File: src/rtl/vga_sync_decoder_pkg.sv
// Shared VGA 800x600@60 timing constants, field widths and sync-decoder state type.
// Used as parameter defaults by the sync decoder and the timing generator.
package vga_sync_decoder_pkg;

  localparam int unsigned VGA_H_TOTAL       = 1056;
  localparam int unsigned VGA_V_TOTAL       = 628;
  localparam int unsigned VGA_H_ACTIVE      = 800;
  localparam int unsigned VGA_V_ACTIVE      = 600;
  localparam int unsigned VGA_H_SYNC_START  = 840;
  localparam int unsigned VGA_V_SYNC_START  = 601;
  localparam int unsigned VGA_LOCK_FRAMES   = 2;

  localparam int unsigned CNT_W  = 11;
  localparam int unsigned RGB_W  = 12;
  localparam int unsigned ERR_W  = 8;
  localparam int unsigned CRC_W  = 16;
  localparam int unsigned GOOD_W = 4;

  localparam logic [CRC_W-1:0] CRC_POLY = 16'h1021;
  localparam logic [CRC_W-1:0] CRC_INIT = 16'hFFFF;

  typedef enum logic [1:0] {
    ST_SEARCH = 2'd0,
    ST_TRACK  = 2'd1,
    ST_LOCKED = 2'd2
  } sync_state_t;

endpackage

File: src/rtl/vga_crc16.sv
// One CRC-16-CCITT step over a 12-bit rgb word, MSB first, fully combinational.
module vga_crc16
  import vga_sync_decoder_pkg::*;
(
  input  logic [CRC_W-1:0] crc_in,
  input  logic [RGB_W-1:0] data,
  output logic [CRC_W-1:0] crc_c
);

  logic fb;

  always_comb begin
    crc_c = crc_in;
    fb    = 1'b0;
    for (int i = RGB_W - 1; i >= 0; i--) begin
      fb    = crc_c[CRC_W-1] ^ data[i];
      crc_c = {crc_c[CRC_W-2:0], 1'b0} ^ (fb ? CRC_POLY : '0);
    end
  end

endmodule

File: src/rtl/vga_sync_decoder.sv
// VGA receive-side decoder: rebuilds pixel coordinates from hs/vs edges, checks timing, reports lock.
// Define VGA_FRAME_CRC_EN to add a per-frame CRC-16 of active pixels on frame_crc.
module vga_sync_decoder
  import vga_sync_decoder_pkg::*;
#(
  parameter int unsigned H_TOTAL      = VGA_H_TOTAL,
  parameter int unsigned V_TOTAL      = VGA_V_TOTAL,
  parameter int unsigned H_ACTIVE     = VGA_H_ACTIVE,
  parameter int unsigned V_ACTIVE     = VGA_V_ACTIVE,
  parameter int unsigned H_SYNC_START = VGA_H_SYNC_START,
  parameter int unsigned V_SYNC_START = VGA_V_SYNC_START,
  parameter int unsigned LOCK_FRAMES  = VGA_LOCK_FRAMES
) (
  input  logic             clk,
  input  logic             rst,
  input  logic             hs_in,
  input  logic             vs_in,
  input  logic [RGB_W-1:0] rgb_in,
  output logic [CNT_W-1:0] hcount_out,
  output logic [CNT_W-1:0] vcount_out,
  output logic             de_out,
  output logic [RGB_W-1:0] rgb_out,
  output logic             frame_start,
  output logic             locked,
  output logic [ERR_W-1:0] err_cnt,
  output logic [CRC_W-1:0] frame_crc
);

  sync_state_t       state, state_nx;
  logic [CNT_W-1:0]  hcnt, hcnt_nx, vcnt, vcnt_nx;
  logic [GOOD_W-1:0] good, good_nx;
  logic [ERR_W-1:0]  err_nx;
  logic              hs_d, vs_d;
  logic              hs_rise, vs_rise, at_hs, at_vs, hs_miss, vs_miss, fail;
  logic              locked_nx, de_nx, fs_nx;

  // Counters hold the position of the pixel presented in the previous clock, so an edge
  // arriving on time sees the count one short of the sync start.
  always_comb begin
    state_nx = state;
    good_nx  = good;
    err_nx   = err_cnt;

    hs_rise = hs_in & ~hs_d;
    vs_rise = vs_in & ~vs_d;
    at_hs   = (hcnt == CNT_W'(H_SYNC_START - 1));
    at_vs   = at_hs & (vcnt == CNT_W'(V_SYNC_START));
    hs_miss = (hcnt == CNT_W'(H_SYNC_START)) & ~hs_d & ~hs_in;
    vs_miss = (hcnt == CNT_W'(H_SYNC_START)) & (vcnt == CNT_W'(V_SYNC_START)) & ~vs_d & ~vs_in;
    fail    = (hs_rise & ~at_hs) | (vs_rise & ~at_vs) | hs_miss | vs_miss;

    if (hcnt == CNT_W'(H_TOTAL - 1)) begin
      hcnt_nx = '0;
      vcnt_nx = (vcnt == CNT_W'(V_TOTAL - 1)) ? '0 : vcnt + CNT_W'(1);
    end else begin
      hcnt_nx = hcnt + CNT_W'(1);
      vcnt_nx = vcnt;
    end

    case (state)
      ST_SEARCH: begin
        if (vs_rise) begin
          hcnt_nx  = CNT_W'(H_SYNC_START);
          vcnt_nx  = CNT_W'(V_SYNC_START);
          good_nx  = '0;
          state_nx = ST_TRACK;
        end
      end
      ST_TRACK, ST_LOCKED: begin
        if (fail) begin
          err_nx   = (err_cnt == '1) ? err_cnt : err_cnt + ERR_W'(1);
          good_nx  = '0;
          state_nx = ST_SEARCH;
          if (vs_rise) begin
            hcnt_nx = CNT_W'(H_SYNC_START);
            vcnt_nx = CNT_W'(V_SYNC_START);
          end else if (hs_rise) begin
            hcnt_nx = CNT_W'(H_SYNC_START);
          end
        end else if (vs_rise && state == ST_TRACK) begin
          if (good == GOOD_W'(LOCK_FRAMES - 1)) state_nx = ST_LOCKED;
          else                                  good_nx  = good + GOOD_W'(1);
        end
      end
      default: state_nx = ST_SEARCH;
    endcase

    locked_nx = (state_nx == ST_LOCKED);
    de_nx     = locked_nx & (hcnt_nx < CNT_W'(H_ACTIVE)) & (vcnt_nx < CNT_W'(V_ACTIVE));
    fs_nx     = locked_nx & (hcnt_nx == '0) & (vcnt_nx == '0);
  end

  always_ff @(posedge clk or posedge rst) begin
    if (rst) begin
      state       <= ST_SEARCH;
      hcnt        <= '0;
      vcnt        <= '0;
      good        <= '0;
      hs_d        <= 1'b0;
      vs_d        <= 1'b0;
      err_cnt     <= '0;
      locked      <= 1'b0;
      de_out      <= 1'b0;
      frame_start <= 1'b0;
      rgb_out     <= '0;
    end else begin
      state       <= state_nx;
      hcnt        <= hcnt_nx;
      vcnt        <= vcnt_nx;
      good        <= good_nx;
      hs_d        <= hs_in;
      vs_d        <= vs_in;
      err_cnt     <= err_nx;
      locked      <= locked_nx;
      de_out      <= de_nx;
      frame_start <= fs_nx;
      rgb_out     <= rgb_in;
    end
  end

  assign hcount_out = hcnt;
  assign vcount_out = vcnt;

`ifdef VGA_FRAME_CRC_EN
  logic [CRC_W-1:0] crc_acc, crc_seed, crc_step, crc_q;

  // The (0,0) pixel opens the new frame, so it is folded into a fresh seed.
  assign crc_seed = fs_nx ? CRC_INIT : crc_acc;

  vga_crc16 u_crc16 (
    .crc_in (crc_seed),
    .data   (rgb_in),
    .crc_c  (crc_step)
  );

  always_ff @(posedge clk or posedge rst) begin
    if (rst) begin
      crc_acc <= CRC_INIT;
      crc_q   <= '0;
    end else begin
      if (!locked_nx)  crc_acc <= CRC_INIT;
      else if (de_nx)  crc_acc <= crc_step;
      if (fs_nx)       crc_q   <= crc_acc;
    end
  end

  assign frame_crc = crc_q;
`else
  assign frame_crc = '0;
`endif

endmodule
File: config.mk
export PLATFORM = sky130hd
export DESIGN_NAME = vga_sync_decoder
export DESIGN_NICKNAME = d
export VERILOG_FILES = /design/src/rtl/vga_sync_decoder_pkg.sv /design/src/rtl/vga_crc16.sv /design/src/rtl/vga_sync_decoder.sv
export SDC_FILE = /design/constraint.sdc
export NUM_CORES = 1
export LEC_CHECK = 0
export ABC_AREA = 1
export BUFFER_PORTS_ARGS = -buffer_cell sky130_fd_sc_hd__buf_2
export CORE_ASPECT_RATIO = 0.8
export CORE_UTILIZATION = 58
export DETAILED_ROUTE_END_ITERATION = 10
export HOLD_SLACK_MARGIN = 0.05
export PLACE_DENSITY = 0.95
export SLEW_MARGIN = 10
export SYNTH_ARGS = -nofsm -noshare
export SYNTH_HDL_FRONTEND = slang
export SYNTH_SLANG_ARGS = --single-unit
File: constraint.sdc
create_clock -name clk -period 5.8 [get_ports clk]
set_clock_uncertainty 0.15 [all_clocks]
set_input_delay 0.87 -clock clk [delete_from_list [all_inputs] [get_ports clk]]
set_output_delay 0.87 -clock clk [all_outputs]
set_load 0.02 [all_outputs]
==> out/results.tsv <==
metric	value	unit
outcome	finished clean	
# Post-CTS Setup Buffers	0	
Final Cycle Share	0.444	
Synth Warn #	0	
worst path required time	5910	ps
mapped cell area	3290	sq um
final hold violation count	0	
TritonCTS clock tree	yes	
# DRC	0	
static leakage	2.11	nW
n_diodes	0	
Core Util, Final	0.678	
most frequent cells in the layout	nand2_1, inv_1, nor2_1	
library cells used by synthesis	33	
die width	86.3	um
FF-to-FF Start	hcount_out[0]	
Worst-Skew Late Latency	320	ps
cell family with most CP delay	simple AND/OR/NAND/NOR gates	
critical path arrival	2680	ps
Worst-path clk slew	110	ps
commonest non-fill, non-tap cell in the layout	nand2_1	
Core Rows	24	
Crit-path slowest cell	dfrtp_1	
hpwl dp	5880	um
hold path start	err_cnt[6]	
Setup CP Type	reg -> reg	
vias per cell	5.30	
Core Area	5470	sq um
Critical Path Start Type	flop	
Mapped Avg Cell Area	7.29	sq um
Max clock buf depth	2	
unrepaired setup endpoints after global routing	no	
DP Area	3610	sq um
CTS sink cnt	53	
GRT Total Usage	0.267	
DP Worst Slack	3130	ps
Final Cell Area	3700	sq um
IO buf count	60	
post-cts resize count	0	
cells after synthesis	452	
Peak Freq	388	MHz
Seq/Total Area, Yosys	0.403	
pin count of the biggest net entering global routing	38	
# Max-Cap Violations	0	
Net count, final	540	
drt pass-1 iters	5	
Critical Path End Type	flop	
setup TNS	0	ps
Starting Density	0.603	
crit path buf inv count	2	
Ports	77	
CTS hold repair buffers	0	
minimum clock period	2570	ps
Yosys reg bits	53	
CTS root buf	clkbuf_8	
CP cell instances	ha_1 > nand2_2 > nor2_4 > inv_2 > nor2_4 > inv_2 > a21oi_1 > a21oi_1 > nand2_1 > nand3_1 > nor2_1 > nand3_1 > nor2_1	
post-DR wirelength/cell	12.9	um
Slew Viols, Final	0	
Worst Setup SP	hcount_out[0]	
routed wire length	7660	um
routability cong.	0.935	
routed vias	3145	
setup ws final	3230	ps
layout cells sized above 1	0.186	
first-pass GRT wire length	12500	um
Hold Crit Class	reg -> reg	
total grt overflow	0	
number of global-route vias before repair	2751	
synth-to-layout area growth	12.4	%
antenna violations before repair	0	
power per cell area	379	nW/um^2
final setup vio count	0	
Initial DRC Count	446	
die area	5990	sq um
critical-path maximum fanout	11	
Antenna Nets Post-Route	0	
Die H	69.4	um
VDD IR-drop max	253	uV
critical path's largest stage delay	460	ps
H-tree depth	2	
CTS Buf Count	5	
area by class of cell:
type / instances / area (sq um)
Clock inverter: 2 / 13.8
Fill cell: 488 / 1760
Tap cell: 78 / 97.6
Sequential cell: 53 / 1330
Inverter: 74 / 278
Timing Repair Buffer: 61 / 308
Clock buffer: 6 / 82.6
Multi-Input combinational cell: 319 / 1600
kinds of logic after synthesis:
group / Yosys count / share of synthesized area
compound gates: 22 / 0.0384
xor+xnor: 11 / 0.0292
fa+ha+maj: 10 / 0.0380
buf+inv: 95 / 0.130
flops: 53 / 0.403
mux: 2 / 0.00684
other cells: 1 / 0.00114
simple gates: 258 / 0.354
where the power goes:
group	switching [mW]	total (mW)	internal, mW
Sequential	0.0977	0.536	0.439
Combinational	0.437	0.643	0.205
Clock	0.128	0.225	0.0971
Total	0.663	1.40	0.741
cell usage after synthesis, drive strengths merged:
master	number	area [sq um]
nand3	52	270
conb	1	3.75
dfrtp	53	1330
xor2	8	70.1
clkinv	1	3.75
o21ai	11	55.1
nand2	116	445
o211ai	2	15.0
nor3	9	55.1
ha	10	125
clkbuf	2	7.51
xnor2	3	26.3
nand3b	2	27.5
nand4	9	56.3
inv	73	274
o21bai	2	15.0
buf	19	141
o31ai	1	7.51
nor3b	2	15.0
a21oi	6	33.8
mux2	2	22.5
nor2	68	298
per-stage QoR:
step           power, mW  hold WS, ps  cells
6_report            1.40          352    593
5_1_grt             1.49          368    593
2_1_floorplan      0.985          327    467
3_3_place_gp        1.14          336    585
4_1_cts             1.39          354    593
3_5_place_dp        1.17          335    585
sequential cells by signal (all words and copies together), names as in the netlist:
name,count
vcount_out,11
hcount_out,11
locked,1
state,2
rgb_out,12
frame_start,1
good,4
de_out,1
vs_d,1
err_cnt,8
hs_d,1
path summary, 6_finish.rpt:
kind                               end  slack, ps  depth (start not counted)
hold / removal              err_cnt[6]        350                          1
hold reg to reg             err_cnt[6]        350                          1
max in group asynchronous       locked       4350                          3
setup reg to reg           frame_start       3230                         13
min in group asynchronous   err_cnt[7]        360                          2
setup / recovery           frame_start       3230                         13
per-layer routing:
metal,wire [um],part of all wire,GRT usage,up-vias
met5,0,0,0,-
met1,3260,0.43,0.376,1444
met3,762,0.10,0.0798,16
li1,-,-,-,1498
met2,3530,0.46,0.409,187
met4,98,0.013,0.0593,0
(Power assumes the default switching activity.)
